[config.mk]
export PLATFORM = sky130hd
export DESIGN_NAME = fetch_stage
export DESIGN_NICKNAME = d
export VERILOG_FILES = /design/src/rtl/riscv_pkg.sv /design/src/rtl/if_id_reg.sv /design/src/rtl/fetch_stage.sv
export SDC_FILE = /design/constraint.sdc
export NUM_CORES = 1
export LEC_CHECK = 0
export CAP_MARGIN = 5
export CORE_UTILIZATION = 25
export DETAILED_ROUTE_END_ITERATION = 12
export SLEW_MARGIN = 25
export SYNTH_ARGS = -nofsm -noshare
export SYNTH_HDL_FRONTEND = slang
export SYNTH_SLANG_ARGS = --single-unit
[constraint.sdc]
create_clock -name clk -period 4.17 [get_ports clk]
set_clock_uncertainty 0.05 [all_clocks]
set_input_delay 0.834 -clock clk [delete_from_list [all_inputs] [get_ports clk]]
set_output_delay 0.834 -clock clk [all_outputs]
set_load 0.02 [all_outputs]
[src/rtl/riscv_pkg.sv]
// Shared RV32I pipeline types: IF/ID register layout and the canonical NOP.
// Latency: n/a (types and constants only).
// Backpressure: n/a.
package riscv_pkg;

    // Architectural widths; the IF/ID struct is sized from these.
    localparam int XLEN   = 32;
    localparam int ILEN   = 32;

    // addi x0, x0, 0 -- the canonical RV32I no-op used for bubbles.
    localparam logic [ILEN-1:0] NOP_INSTR = 32'h00000013;

    // IF/ID pipeline register contents, shared with decode and the hazard unit.
    typedef struct packed {
        logic [XLEN-1:0] pc;
        logic [XLEN-1:0] pc4;
        logic [ILEN-1:0] instr;
        logic            valid;
    } if_id_t;

    // Value the IF/ID register takes on reset and on a flush bubble.
    function automatic if_id_t if_id_bubble();
        if_id_t b;
        b.pc    = '0;
        b.pc4   = '0;
        b.instr = NOP_INSTR;
        b.valid = 1'b0;
        return b;
    endfunction

endpackage

[src/rtl/if_id_reg.sv]
// IF/ID pipeline register: reset > flush (bubble) > stall (hold) > capture.
// Latency: 1 cycle from d to q.
// Backpressure: stall holds contents; flush inserts a NOP bubble even when stalled.
module if_id_reg
    import riscv_pkg::*;
(
    input  logic   clk,
    input  logic   reset,
    input  logic   flush,
    input  logic   stall,
    input  if_id_t d,
    output if_id_t q
);

    // Pipeline register update with bubble on flush, hold on stall.
    always_ff @(posedge clk) begin
        if (reset) begin
            q <= if_id_bubble();
        end else if (flush) begin
            // A taken branch squashes whatever is in fetch, stalled or not.
            q <= if_id_bubble();
        end else if (!stall) begin
            q <= d;
        end
    end

endmodule

[src/rtl/fetch_stage.sv]
// IF stage: owns the PC, drives the instruction-memory read address, feeds IF/ID.
// Latency: word at pc appears on if_id_instr one cycle after pc is presented.
// Backpressure: stall holds pc and IF/ID; flush redirects pc and bubbles IF/ID.
module fetch_stage
    import riscv_pkg::*;
#(
    parameter int              INS_ADDRESS = 9,
    parameter int              DATA_W      = 32,
    parameter int              PC_W        = 32,
    parameter logic [PC_W-1:0] RESET_PC    = 32'h0
) (
    input  logic                   clk,
    input  logic                   reset,
    input  logic                   stall,
    input  logic                   flush,
    input  logic [PC_W-1:0]        redirect_pc,
    output logic [INS_ADDRESS-1:0] imem_ra,
    input  logic [DATA_W-1:0]      imem_rd,
    output logic [PC_W-1:0]        if_id_pc,
    output logic [PC_W-1:0]        if_id_pc4,
    output logic [DATA_W-1:0]      if_id_instr,
    output logic                   if_id_valid,
    output logic [31:0]            fetch_cnt
);

    logic [PC_W-1:0] pc;
    logic [PC_W-1:0] pc_plus4;
    logic [PC_W-1:0] pc_next;
    logic [PC_W-1:0] redirect_aligned;
    logic            capture;
    if_id_t          if_id_d;
    if_id_t          if_id_q;

    // Redirect targets are word-aligned by dropping the low bits; misalignment never traps.
    assign redirect_aligned = {redirect_pc[PC_W-1:2], 2'b00};

    // The dropped low bits are intentionally ignored.
    logic unused_redirect_lsbs;
    assign unused_redirect_lsbs = ^redirect_pc[1:0];

    // Sequential successor; wraps modulo 2^PC_W.
    assign pc_plus4 = pc + PC_W'(4);

    // Read address comes straight from the PC register so stall/flush never reach it
    // combinationally; addresses beyond the memory simply alias.
    assign imem_ra = pc[INS_ADDRESS-1:0];

    // A real instruction enters IF/ID only when neither squashed nor held.
    assign capture = !flush && !stall;

    // Next-PC select: flush redirects, stall holds, otherwise step by one word.
    always_comb begin
        pc_next = pc_plus4;
        if (flush) begin
            pc_next = redirect_aligned;
        end else if (stall) begin
            pc_next = pc;
        end
    end

    // PC register.
    always_ff @(posedge clk) begin
        if (reset) begin
            pc <= RESET_PC;
        end else begin
            pc <= pc_next;
        end
    end

    // Candidate IF/ID contents for this cycle's fetch.
    always_comb begin
        if_id_d       = if_id_bubble();
        if_id_d.pc    = pc;
        if_id_d.pc4   = pc_plus4;
        if_id_d.instr = imem_rd;
        if_id_d.valid = 1'b1;
    end

    if_id_reg u_if_id_reg (
        .clk   (clk),
        .reset (reset),
        .flush (flush),
        .stall (stall),
        .d     (if_id_d),
        .q     (if_id_q)
    );

    assign if_id_pc    = if_id_q.pc;
    assign if_id_pc4   = if_id_q.pc4;
    assign if_id_instr = if_id_q.instr;
    assign if_id_valid = if_id_q.valid;

    // Count instructions actually captured into IF/ID; wraps at 2^32.
    always_ff @(posedge clk) begin
        if (reset) begin
            fetch_cnt <= '0;
        end else if (capture) begin
            fetch_cnt <= fetch_cnt + 32'd1;
        end
    end

endmodule
==> impl_metrics.toml <==
[outcome]
status = "finished clean"

[power_and_ir_drop]
cell_internal_pwr_mw = 2.67
sequentialPowerShare = 0.446
cellPowerDensity_nw_per_um2 = 361
max-vdd-ir-drop_v = 0.000214
fraction_of_power_spent_switching_nets = 0.252
total_power_of_the_final_layout_mw = 3.57
p_comb_frac = 0.103
power.clock.fraction = 0.451
switching_power_mw = 0.900
static-leakage-power_nw = 3.42

[yosys]
postSynth.asyncResetShare = 0
postSynthCellCount = 813
mappedNetlistArea_sq_um = 7100
synth-edff-count = 0
synth-warning-count = 0
synth-seq-cells = 155
synth-xor-area-share = 0.0395
synth.distinct_cells = 54
synth_top_family_by_area = "simple AND/OR/NAND/NOR gates"
post_synthesis_simple_gate_area_fraction = 0.227
synth.mux.area_fraction = 0.0793
synth.avg_cell_area_sq_um = 8.74
ys_seq_area_frac = 0.437
prevailing_post_synth_register_cell = "dfxtp_1"
synth-compound-area-share = 0.146
yosys.area_share.adder = 0.00352

[critical_path]
worst-r2r-setup-slack_ps = 1440
required_ps = 4470
cp_max_fo = 15
cp_slowest_cell = "or4_1"
setup.worst_path.start_class = "primary input"
timing_worst_setup_path_type = "primary input to flip-flop"
nature_of_the_critical_path_endpoint = "flip-flop"
path_cells = "clkdlybuf4s50_1 -> nor3b_2 -> nand4_1 -> or4_1 -> a21oi_1"
arrival_ps = 3280
max_stage_delay_ps = 680

[routing]
postRouteAntennaNets = 0
wl_microns = 21800
route.detailed.wl_per_inst_microns = 16.0
firstDrtPassIters = 5
route.detailed.drc = 0
detail_route.vias_per_cell = 4.83
drt-initial-drc-count = 397
dr_total_vias = 6557

[clock_network]
clkTransAtPathRegs_ps = 60
cts_hold_buffers = 0
tritoncts = "done"
postCtsSetupBuffers = 0
clockRootBuffer = "clkbuf_16"
clock_latency_ps = 420
cts.sinks = 155
cts_max_level = 4
cts_buffers = 17
postcts_resize_cnt = 0
cts_buffer_depth = 2

[global_route]
grt_antenna_before_repair = 2
wire_length_of_the_first_global_routing_pass_microns = 34600
overall_global_routing_resource_usage = 0.153
congestion_overflow_gr = 0
first_global_vias = 6290
grt_start_max_net_pins = 49

[final_layout]
post-route-cell-area_sq_um = 9870
syn_to_final_growth_pct = 39.0
layout_net_count = 1036
final_layout_size_suffix_gt1_frac = 0.0634

[sta]
fmax_mhz = 336
relSlewSlack = 0.370
worst-slew-pin-transition_ps = 937
final-setup-viol-count = 0
final_period_minus_worst_setup_slack_ps = 2980
totalNegativeSetupSlack_ps = 0
final_hold_viol_count = 0
drv_slew = 0
finalCritPeriodShare = 0.715
rsz0062_at_grt = "no"

[placed_design]
global_placer_s_final_weighted_congestion = 0.803
placed_area_sq_um = 9260
io_buffers = 197
detailedPlacementHpwl_microns = 14900

[run]
max_cap_viol_count = 0

[floorplan]
coreArea_sq_um = 27900
floorplan.die_area_sq_um = 29100
num_rows = 61
die_w_microns = 171
floorplan.initialDensity = 0.255
die_height_microns = 171
ioPinCount = 206

[min_path]
kind_of_path_behind_the_tightest_hold_check = "flip-flop to flip-flop"
routing by layer:
layer / GRT usage / vias up / wire length, microns
met4: 0.0403 / 2 / 312
met3: 0.0516 / 18 / 1760
met1: 0.196 / 3104 / 9810
met5: 0 / - / 17
li1: - / 3230 / -
met2: 0.243 / 203 / 9870
state kept, by name, summed over array words and instances, names as in the netlist:
name           flops
u_if_id_reg.q     93
fetch_cnt         32
pc                30
cell type report:
type / count / area (sq um)
Clock buffer: 21 / 450
Inverter: 20 / 75.1
Clock inverter: 10 / 143
Antenna cell: 1 / 2.50
Tap cell: 378 / 473
Fill cell: 2839 / 18000
Timing Repair Buffer: 212 / 2080
Multi-Input combinational cell: 560 / 3540
Sequential cell: 155 / 3100
power groups by stage:
stage,Combinational (mW),Sequential (mW),Clock [mW]
floorplan,0.197,1.63,0
global placement,0.370,1.62,0
detailed placement,0.373,1.62,0
CTS,0.374,1.59,1.65
global route,0.402,1.60,1.71
finish,0.369,1.59,1.61
cells in the mapped netlist (3+ instances only):
library cell | count | area [sq um]
a2111oi_0 | 9 | 78.8
a211oi_1 | 13 | 97.6
a21oi_1 | 51 | 255
a311oi_1 | 16 | 140
a31oi_1 | 8 | 50.1
and2_1 | 3 | 18.8
and3_1 | 13 | 81.3
and4_1 | 9 | 78.8
buf_1 | 9 | 33.8
buf_2 | 12 | 60.1
buf_4 | 16 | 120
clkbuf_1 | 43 | 161
dfxtp_1 | 155 | 3100
inv_1 | 20 | 75.1
mux2i_1 | 54 | 541
nand2_1 | 50 | 188
nand3_1 | 21 | 105
nand4_1 | 18 | 113
nand4_2 | 4 | 50.1
nor2_1 | 91 | 342
nor2b_1 | 7 | 43.8
nor3_1 | 15 | 75.1
nor4_1 | 16 | 100
o211ai_1 | 5 | 37.5
o21ai_0 | 41 | 205
o31ai_1 | 14 | 105
or3_1 | 17 | 106
or4_1 | 20 | 150
xnor2_1 | 21 | 184
xor2_1 | 11 | 96.3
cells in the final DEF (no fill, tap or decap), types with 3 or more instances in the layout:
cell type          n
a2111oi_0          9
xnor2_1           21
nor4_1            16
buf_4             15
mux2i_1           54
nand3_1           21
o21ai_0           41
nand4_1           18
a311oi_1          16
and3_1            13
o31ai_1           14
nand4_2            4
nor3_1            15
clkinv_4           3
conb_1             6
a211oi_1          13
clkbuf_16         17
nor2_1            90
and2_1             3
and4_1             9
or3_1             17
inv_1             20
nand2_1           50
o211ai_1           5
clkbuf_1           3
xor2_1            11
dfxtp_1          155
a21oi_1           51
clkdlybuf4s50_1  195
bufinv_16          3
or4_1             20
a31oi_1            8
nor2b_1            7
critical path: cells and delay by family:
kind                   cells  cell delay [ps]
and+or+nand+nor            3             1730
AOI/OAI and AO/OA          1              150
buffers and inverters      1              560
worst paths after layout:
path	cells after the start	from	endpoint
worst max-delay path	5	flush	fetch_cnt[18]$_SDFFE_PP0P_
worst min-delay path	1	u_if_id_reg.q[0]$_SDFFE_PP0N_	u_if_id_reg.q[0]$_SDFFE_PP0N_
worst max register to register	6	pc[3]$_SDFFE_PP0P_	pc[26]$_SDFFE_PP0P_
worst min register to register	1	u_if_id_reg.q[0]$_SDFFE_PP0N_	u_if_id_reg.q[0]$_SDFFE_PP0N_
metrics by stage:
| step | hold slack, ps | instances | util | setup slack [ps] |
|---|---|---|---|---|
| floorplan | 449 | 818 | - | 1980 |
| finish | 409 | 1357 | 0.354 | 1190 |
| global placement | 388 | 1324 | 0.332 | 861 |
| global route | 435 | 1357 | 0.354 | 1060 |
| detailed placement | 399 | 1324 | 0.332 | 776 |
| CTS | 412 | 1355 | 0.354 | 1220 |
cells by family (layout without fill, tap and decap cells):
group / after synthesis / after routing
AOI/OAI and AO/OA: 165 / 165
xor gates and xnor gates: 32 / 32
adders and majority gates: 2 / 2
buffers and inverters: 103 / 263
DFF: 155 / 155
muxes: 56 / 56
other: 1 / 7
and+or+nand+nor: 299 / 299
Power figures use the tool's default switching activity.
==> variant: new RTL, same settings <==
The parameter `INS_ADDRESS` goes from 9 to 18.
--- a/src/rtl/fetch_stage.sv
+++ b/src/rtl/fetch_stage.sv
@@ -6,3 +6,3 @@
 #(
-    parameter int              INS_ADDRESS = 9,
+    parameter int              INS_ADDRESS = 18,
     parameter int              DATA_W      = 32,
Ports: changed (resized imem_ra); port bits go from 206 to 215. The function was not compared with the original's and may differ.
==> variant against the original RTL <==
Critical path depth unchanged; utilization rose by 0.33 points; synthesized cell count up 1.1%; register-to-register slack improved by 0.03 ns; routed wire length rose by 1.3%; design area up 1.5%; combinational power is 6.2% higher; synthesized area up 0.95%; sequential cell count unchanged; clock power increased by 8%; largest power group unchanged; power rose by 4.4%; sequential share of layout area is 0.46 points lower; setup slack got worse by 0.017 ns.
==> variant: results (changes against the original RTL) <==
stage;metric;value;unit;change
run_status;status;finished clean;;unchanged
power_and_ir_drop;peakVddDrop;0.2294;mV;was 0.2137 mV
global_routing;grt_pass1_wl;34310;um;was 34620 um
placed_design;pre_cts_ws;0.7105;ns;was 0.7755 ns
yosys;synth_area_leaders;dfxtp_1 (43%), mux2i_1 (7.5%), nor2_1 (4.8%);;was dfxtp_1 (44%), mux2i_1 (7.6%), nor2_1 (4.8%)
setup_path;r2r_end;pc[30];;was pc[26]
finish;reg_top3;u_if_id_reg.q (93), fetch_cnt (32), pc (30);;unchanged
clock_network;cts_resized;0;;unchanged
global_routing;grt_usage;15.10;%;was 15.27%
power_and_ir_drop;p_sw;0.0009392;W;was 0.0009004 W
detailed_routing;wl_per_cell;16.14;um;was 16.05 um
setup_path;cp_top_family;simple AND/OR/NAND/NOR gates;;unchanged
detailed_routing;drtIter0Drc;408;;was 397
setup_path;rr_worst_depth;7;;was 6
setup_path;arrival;3.30;ns;was 3.28 ns
power_and_ir_drop;p_leak;3.482;nW;was 3.425 nW
clock_network;postCtsSetupRepairBufs;0;;unchanged
global_routing;overflow;0;;unchanged
sta;period_share;71.89;%;was 71.47%
detailed_routing;via_per_inst;4.764;;was 4.832
placed_design;port_buffers;206;;was 197
placed_design;place_congestion;0.8182;;was 0.8033
yosys;synthTopCellsByCount;dfxtp_1 (155), nor2_1 (91), mux2i_1 (54);;unchanged
setup_path;r2r_slack;1.47;ns;was 1.44 ns
yosys;synth-async-reset-ratio;0;%;unchanged
detailed_routing;drtPass1Iterations;4;;was 5
finish;drive_above_1_share;6.484;%;was 6.339%
yosys;yosysSeqAreaShare;43.28;%;was 43.69%
setup_path;cp-endpoint;fetch_cnt[26];;was fetch_cnt[18]
global_routing;antenna_found_initial;0;;was 2
clock_network;numCtsBuffers;17;;unchanged
yosys;synth_top_area_share;43.28;%;was 43.69%
sta;max_slew_margin;37.62;%;was 37.02%
placed_design;dp_hpwl;15040;um;was 14890 um
yosys;yosysUniqueCellTypes;54;;unchanged
clock_network;cts-root-buf;clkbuf_16;;unchanged
finish;nFillCells;2894;;was 2839
finish;nets;1044;;was 1036
setup_path;timing.rr.start;pc[3];;unchanged
global_routing;grt_pass1_vias;6108;;was 6290
global_routing;grt_start_max_net_pins;50;;was 49
-- variant: changes by cell type after synthesis --
cell | unedited run | this run
buf_4 | 16 | 25
-- variant: final cells by class --
cell class / instances / area share (%)
multi-input combinational: 560 / 35.37
sequential: 155 / 30.98
timing repair buffer: 220 / 21.69
tap: 378 / 4.722
clock buffer: 18 / 4.285
clock inverter: 14 / 2.186
inverter: 20 / 0.7495
antenna: 1 / 0.02498
-- variant: worst reg2reg max path, stage by stage, from the launching register on --
cell,delay [ns]
dfxtp_1,0.31
buf_4,0.15
ha_1,0.28
nand4_1,0.13
buf_4,0.21
nor4_2,0.82
a311oi_1,0.19
a2111oi_0,0.42
-- variant: worst min path at each step --
stage	from	endpoint	slack (ns)	depth (start not counted)
final	u_if_id_reg.q[37]	u_if_id_reg.q[37]	0.41	2
after global routing	u_if_id_reg.q[37]	u_if_id_reg.q[37]	0.43	2
after CTS	u_if_id_reg.q[91]	u_if_id_reg.q[91]	0.42	2
after detailed placement	u_if_id_reg.q[0]	u_if_id_reg.q[0]	0.41	1
after global placement	u_if_id_reg.q[0]	u_if_id_reg.q[0]	0.40	1
after floorplan	pc[31]	u_if_id_reg.q[96]	0.45	2
-- variant: stage by stage --
step | instance area, um^2 | power (W) | hold slack, ns | std cells
4_1_cts | 10010 | 0.003777 | 0.4199 | 1364
3_5_place_dp | 9358 | 0.002019 | 0.4082 | 1332
2_1_floorplan | 7188 | 0.001840 | 0.4485 | 827
3_3_place_gp | 9358 | 0.002015 | 0.3962 | 1332
6_report | 10020 | 0.003726 | 0.4144 | 1366
5_1_grt | 10010 | 0.003870 | 0.4329 | 1365
-- variant: power by group through the flow --
stage,clock network [W],logic [W],registers (W)
after floorplan,0,0.000213,0.00163
after global placement,0,0.000394,0.00162
after detailed placement,0,0.000396,0.00162
after CTS,0.00179,0.000397,0.00159
after global routing,0.00185,0.000426,0.00160
final,0.00174,0.000392,0.00159
-- variant: metal layers --
metal	vias to the layer above	routed length, um	track usage (%)
met4	0	240	3.882
met5	-	0	0
met1	3057	10280	19.88
met2	204	10120	24.05
met3	16	1406	4.303
li1	3231	-	-
-- variant: kinds of logic after synthesis --
logic type	synth area share [%]
AOI/OAI and AO/OA	14.43
and+or+nand+nor	22.51
DFF	43.28
adders and majority gates	0.3490
muxes	7.853
other	0.05231
buffers and inverters	7.609
xor gates and xnor gates	3.909
